$ cat src/rtl/mem_bus_arbiter.sv
// Two-port round-robin memory bus arbiter (port 0 = CPU, port 1 = DMA/debug).
// A single access is in flight at a time: IDLE -> ACCESS -> DONE, with a turnaround idle cycle after every completion.
module mem_bus_arbiter #(
    parameter int ADDR_W  = 32,
    parameter int DATA_W  = 32,
    parameter int TIMEOUT = 255
) (
    input  logic              clk,
    input  logic              rst,
    input  logic              req_0,
    input  logic              req_1,
    input  logic              we_0,
    input  logic              we_1,
    input  logic [1:0]        size_0,
    input  logic [1:0]        size_1,
    input  logic [ADDR_W-1:0] addr_0,
    input  logic [ADDR_W-1:0] addr_1,
    input  logic [DATA_W-1:0] wdata_0,
    input  logic [DATA_W-1:0] wdata_1,
    output logic              ack_0,
    output logic              ack_1,
    output logic              err_0,
    output logic              err_1,
    output logic [DATA_W-1:0] rdata_0,
    output logic [DATA_W-1:0] rdata_1,
    output logic              mem_en,
    output logic              mem_we,
    output logic [1:0]        mem_size,
    output logic [ADDR_W-1:0] mem_addr,
    output logic [DATA_W-1:0] mem_wdata,
    input  logic [DATA_W-1:0] mem_rdata,
    input  logic              mem_ready,
    output logic              cpu_enable
);

    typedef enum logic [1:0] {S_IDLE, S_ACCESS, S_DONE} state_t;

    localparam logic [7:0] LP_WAIT_LAST = 8'(TIMEOUT - 1);

    state_t              r_state;
    logic                r_last;
    logic                r_gnt;
    logic                r_turn;
    logic [7:0]          r_wait;
    logic [1:0]          r_ack;
    logic [1:0]          r_err;
    logic                r_mem_en;
    logic                r_mem_we;
    logic [1:0]          r_mem_size;
    logic [ADDR_W-1:0]   r_mem_addr;
    logic [DATA_W-1:0]   r_mem_wdata;
    logic [DATA_W-1:0]   r_rdata_0;
    logic [DATA_W-1:0]   r_rdata_1;

    logic                w_any;
    logic                w_win;
    logic                w_we;
    logic [1:0]          w_size;
    logic [ADDR_W-1:0]   w_addr;
    logic [DATA_W-1:0]   w_wdata;

    // On a tie the port that was not granted last wins; a lone requester always wins.
    assign w_any   = req_0 | req_1;
    assign w_win   = (req_0 & req_1) ? ~r_last : req_1;
    assign w_we    = w_win ? we_1    : we_0;
    assign w_size  = w_win ? size_1  : size_0;
    assign w_addr  = w_win ? addr_1  : addr_0;
    assign w_wdata = w_win ? wdata_1 : wdata_0;

    always_ff @(posedge clk or posedge rst) begin
        if (rst) begin
            r_state     <= S_IDLE;
            r_last      <= 1'b1;
            r_gnt       <= 1'b0;
            r_turn      <= 1'b0;
            r_wait      <= 8'd0;
            r_ack       <= 2'b00;
            r_err       <= 2'b00;
            r_mem_en    <= 1'b0;
            r_mem_we    <= 1'b0;
            r_mem_size  <= 2'b00;
            r_mem_addr  <= '0;
            r_mem_wdata <= '0;
            r_rdata_0   <= '0;
            r_rdata_1   <= '0;
        end else begin
            r_ack <= 2'b00;
            r_err <= 2'b00;
            case (r_state)
                S_IDLE: begin
                    if (r_turn) begin
                        r_turn <= 1'b0;
                    end else if (w_any) begin
                        r_last <= w_win;
                        r_gnt  <= w_win;
                        if (w_size == 2'b11) begin
                            r_err[w_win] <= 1'b1;
                            r_turn       <= 1'b1;
                        end else begin
                            r_mem_en    <= 1'b1;
                            r_mem_we    <= w_we;
                            r_mem_size  <= w_size;
                            r_mem_addr  <= w_addr;
                            r_mem_wdata <= w_wdata;
                            r_wait      <= 8'd0;
                            r_state     <= S_ACCESS;
                        end
                    end
                end
                S_ACCESS: begin
                    if (mem_ready) begin
                        if (!r_mem_we) begin
                            if (r_gnt) r_rdata_1 <= mem_rdata;
                            else       r_rdata_0 <= mem_rdata;
                        end
                        r_ack[r_gnt] <= 1'b1;
                        r_mem_en     <= 1'b0;
                        r_state      <= S_DONE;
                    end else begin
                        r_wait <= r_wait + 8'd1;
                        // Timeout exits straight to IDLE; the turnaround flag still blocks an immediate regrant.
                        if (r_wait == LP_WAIT_LAST) begin
                            r_err[r_gnt] <= 1'b1;
                            r_mem_en     <= 1'b0;
                            r_turn       <= 1'b1;
                            r_state      <= S_IDLE;
                        end
                    end
                end
                S_DONE: begin
                    r_turn  <= 1'b1;
                    r_state <= S_IDLE;
                end
                default: r_state <= S_IDLE;
            endcase
        end
    end

    assign ack_0      = r_ack[0];
    assign ack_1      = r_ack[1];
    assign err_0      = r_err[0];
    assign err_1      = r_err[1];
    assign rdata_0    = r_rdata_0;
    assign rdata_1    = r_rdata_1;
    assign mem_en     = r_mem_en;
    assign mem_we     = r_mem_we;
    assign mem_size   = r_mem_size;
    assign mem_addr   = r_mem_addr;
    assign mem_wdata  = r_mem_wdata;
    assign cpu_enable = ~(req_0 & ~r_ack[0]);

endmodule
$ cat config.mk
export PLATFORM = sky130hd
export DESIGN_NAME = mem_bus_arbiter
export DESIGN_NICKNAME = d
export VERILOG_FILES = /design/src/rtl/mem_bus_arbiter.sv
export SDC_FILE = /design/constraint.sdc
export NUM_CORES = 1
export LEC_CHECK = 0
export ABC_AREA = 1
export CAP_MARGIN = 20
export CELL_PAD_IN_SITES_DETAIL_PLACEMENT = 1
export CELL_PAD_IN_SITES_GLOBAL_PLACEMENT = 1
export CORE_ASPECT_RATIO = 1.4
export CORE_MARGIN = 2
export CORE_UTILIZATION = 29
export CTS_CLUSTER_DIAMETER = 200
export CTS_CLUSTER_SIZE = 30
export DETAILED_ROUTE_END_ITERATION = 16
export GPL_TIMING_DRIVEN = 0
export PLACE_DENSITY_LB_ADDON = 0.1
export SYNTH_ARGS = -nofsm -noshare
export SYNTH_HDL_FRONTEND = slang
export SYNTH_SLANG_ARGS = --single-unit
export TNS_END_PERCENT = 1
$ cat constraint.sdc
create_clock -name clk -period 5.5 [get_ports clk]
set_input_delay 1.1 -clock clk [delete_from_list [all_inputs] [get_ports clk]]
set_output_delay 1.1 -clock clk [all_outputs]
set_load 0.1 [all_outputs]
==> results_dict.tcl <==
set metrics [dict create \
    period_needed_ns 3.877 \
    grt_start_max_net_pins 107 \
    gp_congestion 0.7571 \
    post_cts.repair.setup_buffers 0 \
    dr.first_iter.drc_count 159 \
    cts_tree "yes" \
    synth_nets 1045 \
    cts.path.max_buffers 2 \
    ctsHoldBuffers 0 \
    synth.top_cell.area_share_pct 55.02 \
    drc_errors 0 \
    async_flop_share_pct 100.0 \
    drtAntennaViolNets 0 \
    dr.pass1.iters 5 \
    fin_nets 1372 \
    relSlewSlack_pct 29.42 \
    synth_top_flop_cell "dfrtp_1" \
    die_x_um 132.8 \
    drt_wl_total_mm 24.26 \
    vias_per_cell 4.445 \
    yosysMostFrequentCell "nand2_1" \
    yosysWarnings 0 \
    fin_crit_sh_pct 70.49 \
    dieArea_um2 24460 \
    die_y_um 184.3 \
    ys_seq_elements 149 \
    worst_slew_pin_slew_ns 1.055 \
    core_area_um2 23040 \
    startpoint_type "input port" \
    worstSetupPathType "input port to output pin" \
    place_inst 1483 \
    cts.root.buffer_cell "clkbuf_16" \
    synth_cell_types 25 \
    synth.cell_area_um2 6731 \
    ioPinCount 308 \
    regArea_um2 3730 \
    rsz0062_at_grt "no" \
    drive_gt1_share_pct 6.369 \
    stdcell_count 1516 \
    multiInputGateArea_um2 2574 \
    vias 6739 \
    fill_cells 2783 \
    clock_insertion_delay_worst_skew_ns 0.42 \
    yosysSeqAreaShare_pct 55.41 \
    syn2layout_area_growth_pct 61.00 \
    overflow 0 \
    fin_hold_ws_ns 0.4764 \
    grt_pass1_wl_mm 38.51 \
    antenna_found_initial 3 \
    tns_ns 0 \
    synth_cells 869 \
    rows 66 \
    hpwl_mm 18.41 \
    max_cap_viol_count 0 \
    synth_edf_count 0 \
    cp_max_fo 3 \
    path_clk_slew_ns 0.07 \
    initial_core_util_pct 29.22 \
    portBuffers 307 \
    required_ns 4.40 \
    synth_area_per_cell_um2 7.746 \
    synthTopCellsByCount "496 x nand2_1, 148 x dfrtp_1, 72 x o21ai_0, 49 x inv_1, 18 x buf_2" \
    cts_resized 0 \
    status "completed" \
    grt_use_total_pct 20.34 \
    fmax_mhz 257.9 \
    critPathCaptureType "output pin" \
    synth_top_cell_by_area "dfrtp_1" \
    worstPathArrival_ns 2.78 \
    grt_pass1_vias 7120 \
    setup_violations 0 \
    clock_sinks 149 \
    htreeDepth 4 \
    maxSlewViolCount 0 \
    wl_per_cell_um 16.00 \
    synth_area_leaders "dfrtp_1 55%, nand2_1 28%, o21ai_0 5.4%" \
    cts_buffers 17 \
    final_hold_viol_count 0 \
    hold_path_class "register to register" \
    skew_ns 0.01083 \
]
==> kinds of logic after synthesis <==
| family | count (synthesis) | synth area share, % |
|---|---|---|
| adder cells (fa/ha/maj) | 5 | 0.9294 |
| buffers and inverters | 93 | 6.357 |
| XOR/XNOR | 2 | 0.2603 |
| AND/OR/NAND/NOR | 538 | 30.82 |
| flip-flops | 149 | 55.41 |
| AO/OA/AOI/OAI | 82 | 6.227 |
==> path summary, 6_finish.rpt <==
path	cells past startpoint	to	slack, ns	start
max in group asynchronous	3	r_last	3.59	rst
worst min register to register	2	mem_wdata[8]	0.48	mem_wdata[8]
min in group asynchronous	2	rdata_1[5]	1.08	rst
worst max register to register	9	rdata_1[24]	3.48	r_state[1]
worst min-delay path	2	mem_wdata[8]	0.48	mem_wdata[8]
worst max-delay path	3	cpu_enable	1.62	req_0
==> per-stage QoR <==
step | util [%] | worst slack, ns | area, um2
2_1_floorplan | - | 0.3936 | 6731
3_3_place_gp | 44.22 | -2.185 | 10190
3_5_place_dp | 44.37 | 1.620 | 10220
4_1_cts | 47.03 | 1.619 | 10840
5_1_grt | 47.04 | 1.569 | 10840
6_report | 47.04 | 1.623 | 10840
==> critical path: stages <==
cell,delay [ns]
clkdlybuf4s50_1,0.46
nand2_1,0.09
clkdlybuf4s50_1,1.12
==> flip-flops by register name, summed over array words and instances (netlist names), 2 cells and up <==
signal and cells:
r_state 2, mem_wdata 32, mem_size 2, mem_addr 32, rdata_0 32, r_wait 8, r_err 2, rdata_1 32
r_ack 2
==> placed cells by master (no fill, tap or decap), drive strengths merged <==
master	instances
o22a	1
clkinv	5
bufinv	1
o21bai	1
a21oi	1
clkinvlp	2
ha	5
diode	1
or2	3
nand3	12
inv	58
o31ai	1
o21ai	78
xor2	2
buf	30
dfrtp	148
clkdlybuf4s50	307
nand4	3
nand2	502
nor2	18
clkbuf	30
dfstp	1
==> cell type report <==
cell class                 instances  area share [%]
clock buffer                      17           3.925
sequential                       149           34.41
clock inverter                    15           1.732
antenna                            1         0.02309
timing repair buffer             308           28.61
inverter                          51           1.836
multi-input combinational        627           23.75
buffer                            42           2.182
tap                              306           3.533
==> routing by layer <==
layer | share of wire (%) | up-vias | track usage [%]
li1 | - | 3311 | -
met4 | 2.0 | 4 | 7.183
met5 | 0.11 | - | 0
met2 | 54 | 170 | 37.80
met1 | 36 | 3221 | 21.41
met3 | 7.1 | 33 | 6.628
Power is left out: the tool's default activity adds up to more than one toggle a clock period on the data nets, which glitch-free logic cannot reach.
==> edit: new RTL, same flow settings <==
Change the parameter `DATA_W` from 32 to 40.
--- a/src/rtl/mem_bus_arbiter.sv
+++ b/src/rtl/mem_bus_arbiter.sv
@@ -2,7 +2,7 @@
 // A single access is in flight at a time: IDLE -> ACCESS -> DONE, with a turnaround idle cycle after every completion.
 module mem_bus_arbiter #(
     parameter int ADDR_W  = 32,
-    parameter int DATA_W  = 32,
+    parameter int DATA_W  = 40,
     parameter int TIMEOUT = 255
 ) (
     input  logic              clk,
Ports: changed (6 resized); port bits go from 308 to 356. The function was not compared with the original's and may differ.
==> edit against the original RTL <==
- design area rose by 14%
- worst setup slack improved by 0.0045 ns
- synthesized area rose by 15%
- worst hold slack got worse by 0.0043 ns
- sequential cell count rose by 24
- count of clock-buffer cells in the layout rose by 7
- wire length rose by 18%
- critical path type unchanged
- critical endpoint unchanged
- largest cell class unchanged
- highest routed layer unchanged
Power is not shown: default switching activity piles up to over one toggle a cycle in this logic, so the estimate is an artifact.
==> edit: results <==
[outcome]
status = "completed"

[worst_setup_path]
rr_worst_depth = 9
reg2reg_from = "r_state[1]"
arrival_ns = 2.77
max_stage_delay_ns = 1.12
reg2reg_slack_ns = 3.26
crit_fanout = 3
slowest_stage = "clkdlybuf4s50_1"
worst_r2r_endpoint = "rdata_0[5]"

[hold_path]
worstHoldPathCells = 2
hp-class = "reg2reg"
holdCritStartpoint = "r_last"
holdPathEnd = "r_last"

[global_route]
grt_pass1_wl_mm = 44.6
track_usage_pct = 20.9
grt_antenna_before_repair = 2
grt_start_max_net_pins = 41
first_global_vias = 8177

[synthesis]
synth_common_cells = "nand2_1, dfrtp_1, o21ai_0, inv_1, clkbuf_1"
synth_area_leaders = "dfrtp_1, nand2_1, o21ai_0"
syn-num-nets = 1192
synth_area_per_cell_um2 = 7.80
yosysSeqAreaShare_pct = 55.9
async_reset_ff_share_pct = 100
synthDistinctLibCells = 23
ys_warn_count = 0

[placed_design]
dp_slack_ns = 1.62
place.gp.congestion = 0.792
place.detailed.hpwl_mm = 22.8
portBuffers = 355

[clock_tree]
post_cts_buffers = 0
cts_inserted_buffers = 17
clk_latency_ns = 0.44
clkTransAtPathRegs_ns = 0.06
htreeDepth = 4
cts_root_buf = "clkbuf_16"
post_cts_resized = 0
max-clock-path-buffers = 2

[cells_and_area]
nNetsFinal = 1570
drive_above_1_share_pct = 5.57
layoutNonFillerInstCount = 1708
n_fill_cell = 3174

[timing]
hold-worst-slack_ns = 0.472
hold_viol_final = 0
fin_tns_setup_ns = 0
fin_skew_ns = 0.0102
tightest_slew_ns = 1.09

[routing]
drt-pass1-iter-count = 5
dr.first_iter.drc_count = 246
wl_per_cell_um = 16.8
vias = 7676

[run]
cap_violations = 0
edit: changes by cell type after synthesis, sizes merged, moves of 2 or more:
cell / change
nor2: -5
inv: +12
dfrtp: +24
clkbuf: +9
o21ai: +17
nand4: +3
buf: -2
nand2: +64
edit: layout make-up:
type	count	area [um^2]	area share, %
well taps	324	405	3.28
clock inverters	8	58.8	0.476
multi-input cells	708	2920	23.7
plain buffers	49	255	2.07
clock buffers	24	502	4.06
flip-flops and latches	173	4330	35.1
repair buffers	359	3630	29.4
diodes	1	2.50	0.0203
inverters	62	236	1.92
edit: logic make-up (layout without fill, tap and decap cells):
| group | Yosys count | count (layout) | synth area share (%) |
|---|---|---|---|
| AO/OA/AOI/OAI | 99 | 99 | 6.60 |
| adder cells (fa/ha/maj) | 5 | 5 | 0.808 |
| buffers and inverters | 111 | 502 | 6.30 |
| XOR/XNOR | 3 | 3 | 0.340 |
| other | 0 | 1 | 0 |
| flip-flops | 173 | 173 | 55.9 |
| AND/OR/NAND/NOR | 601 | 601 | 30.0 |
edit: metal layers:
metal / GRT usage (%) / vias up / wire length, um
li1: - / 3796 / -
met1: 22.2 / 3582 / 10900
met2: 37.6 / 269 / 14700
met3: 8.68 / 27 / 2620
met4: 6.00 / 2 / 482
met5: 0.544 / - / 13
edit: how the worst max path moves through the flow:
stage                from            to  slack [ns]  cells past startpoint
floorplan             rst   mem_addr[0]        2.19                      1
global placement      rst  mem_addr[22]        0.47                      2
detailed placement  req_0    cpu_enable        1.62                      3
CTS                 req_0    cpu_enable        1.62                      3
global route        req_0    cpu_enable        1.59                      3
finish              req_0    cpu_enable        1.63                      3
edit: critical path: cells and delay by family:
kind,cells,cell delay (ns)
buf+inv,2,1.58
simple gates,1,0.09
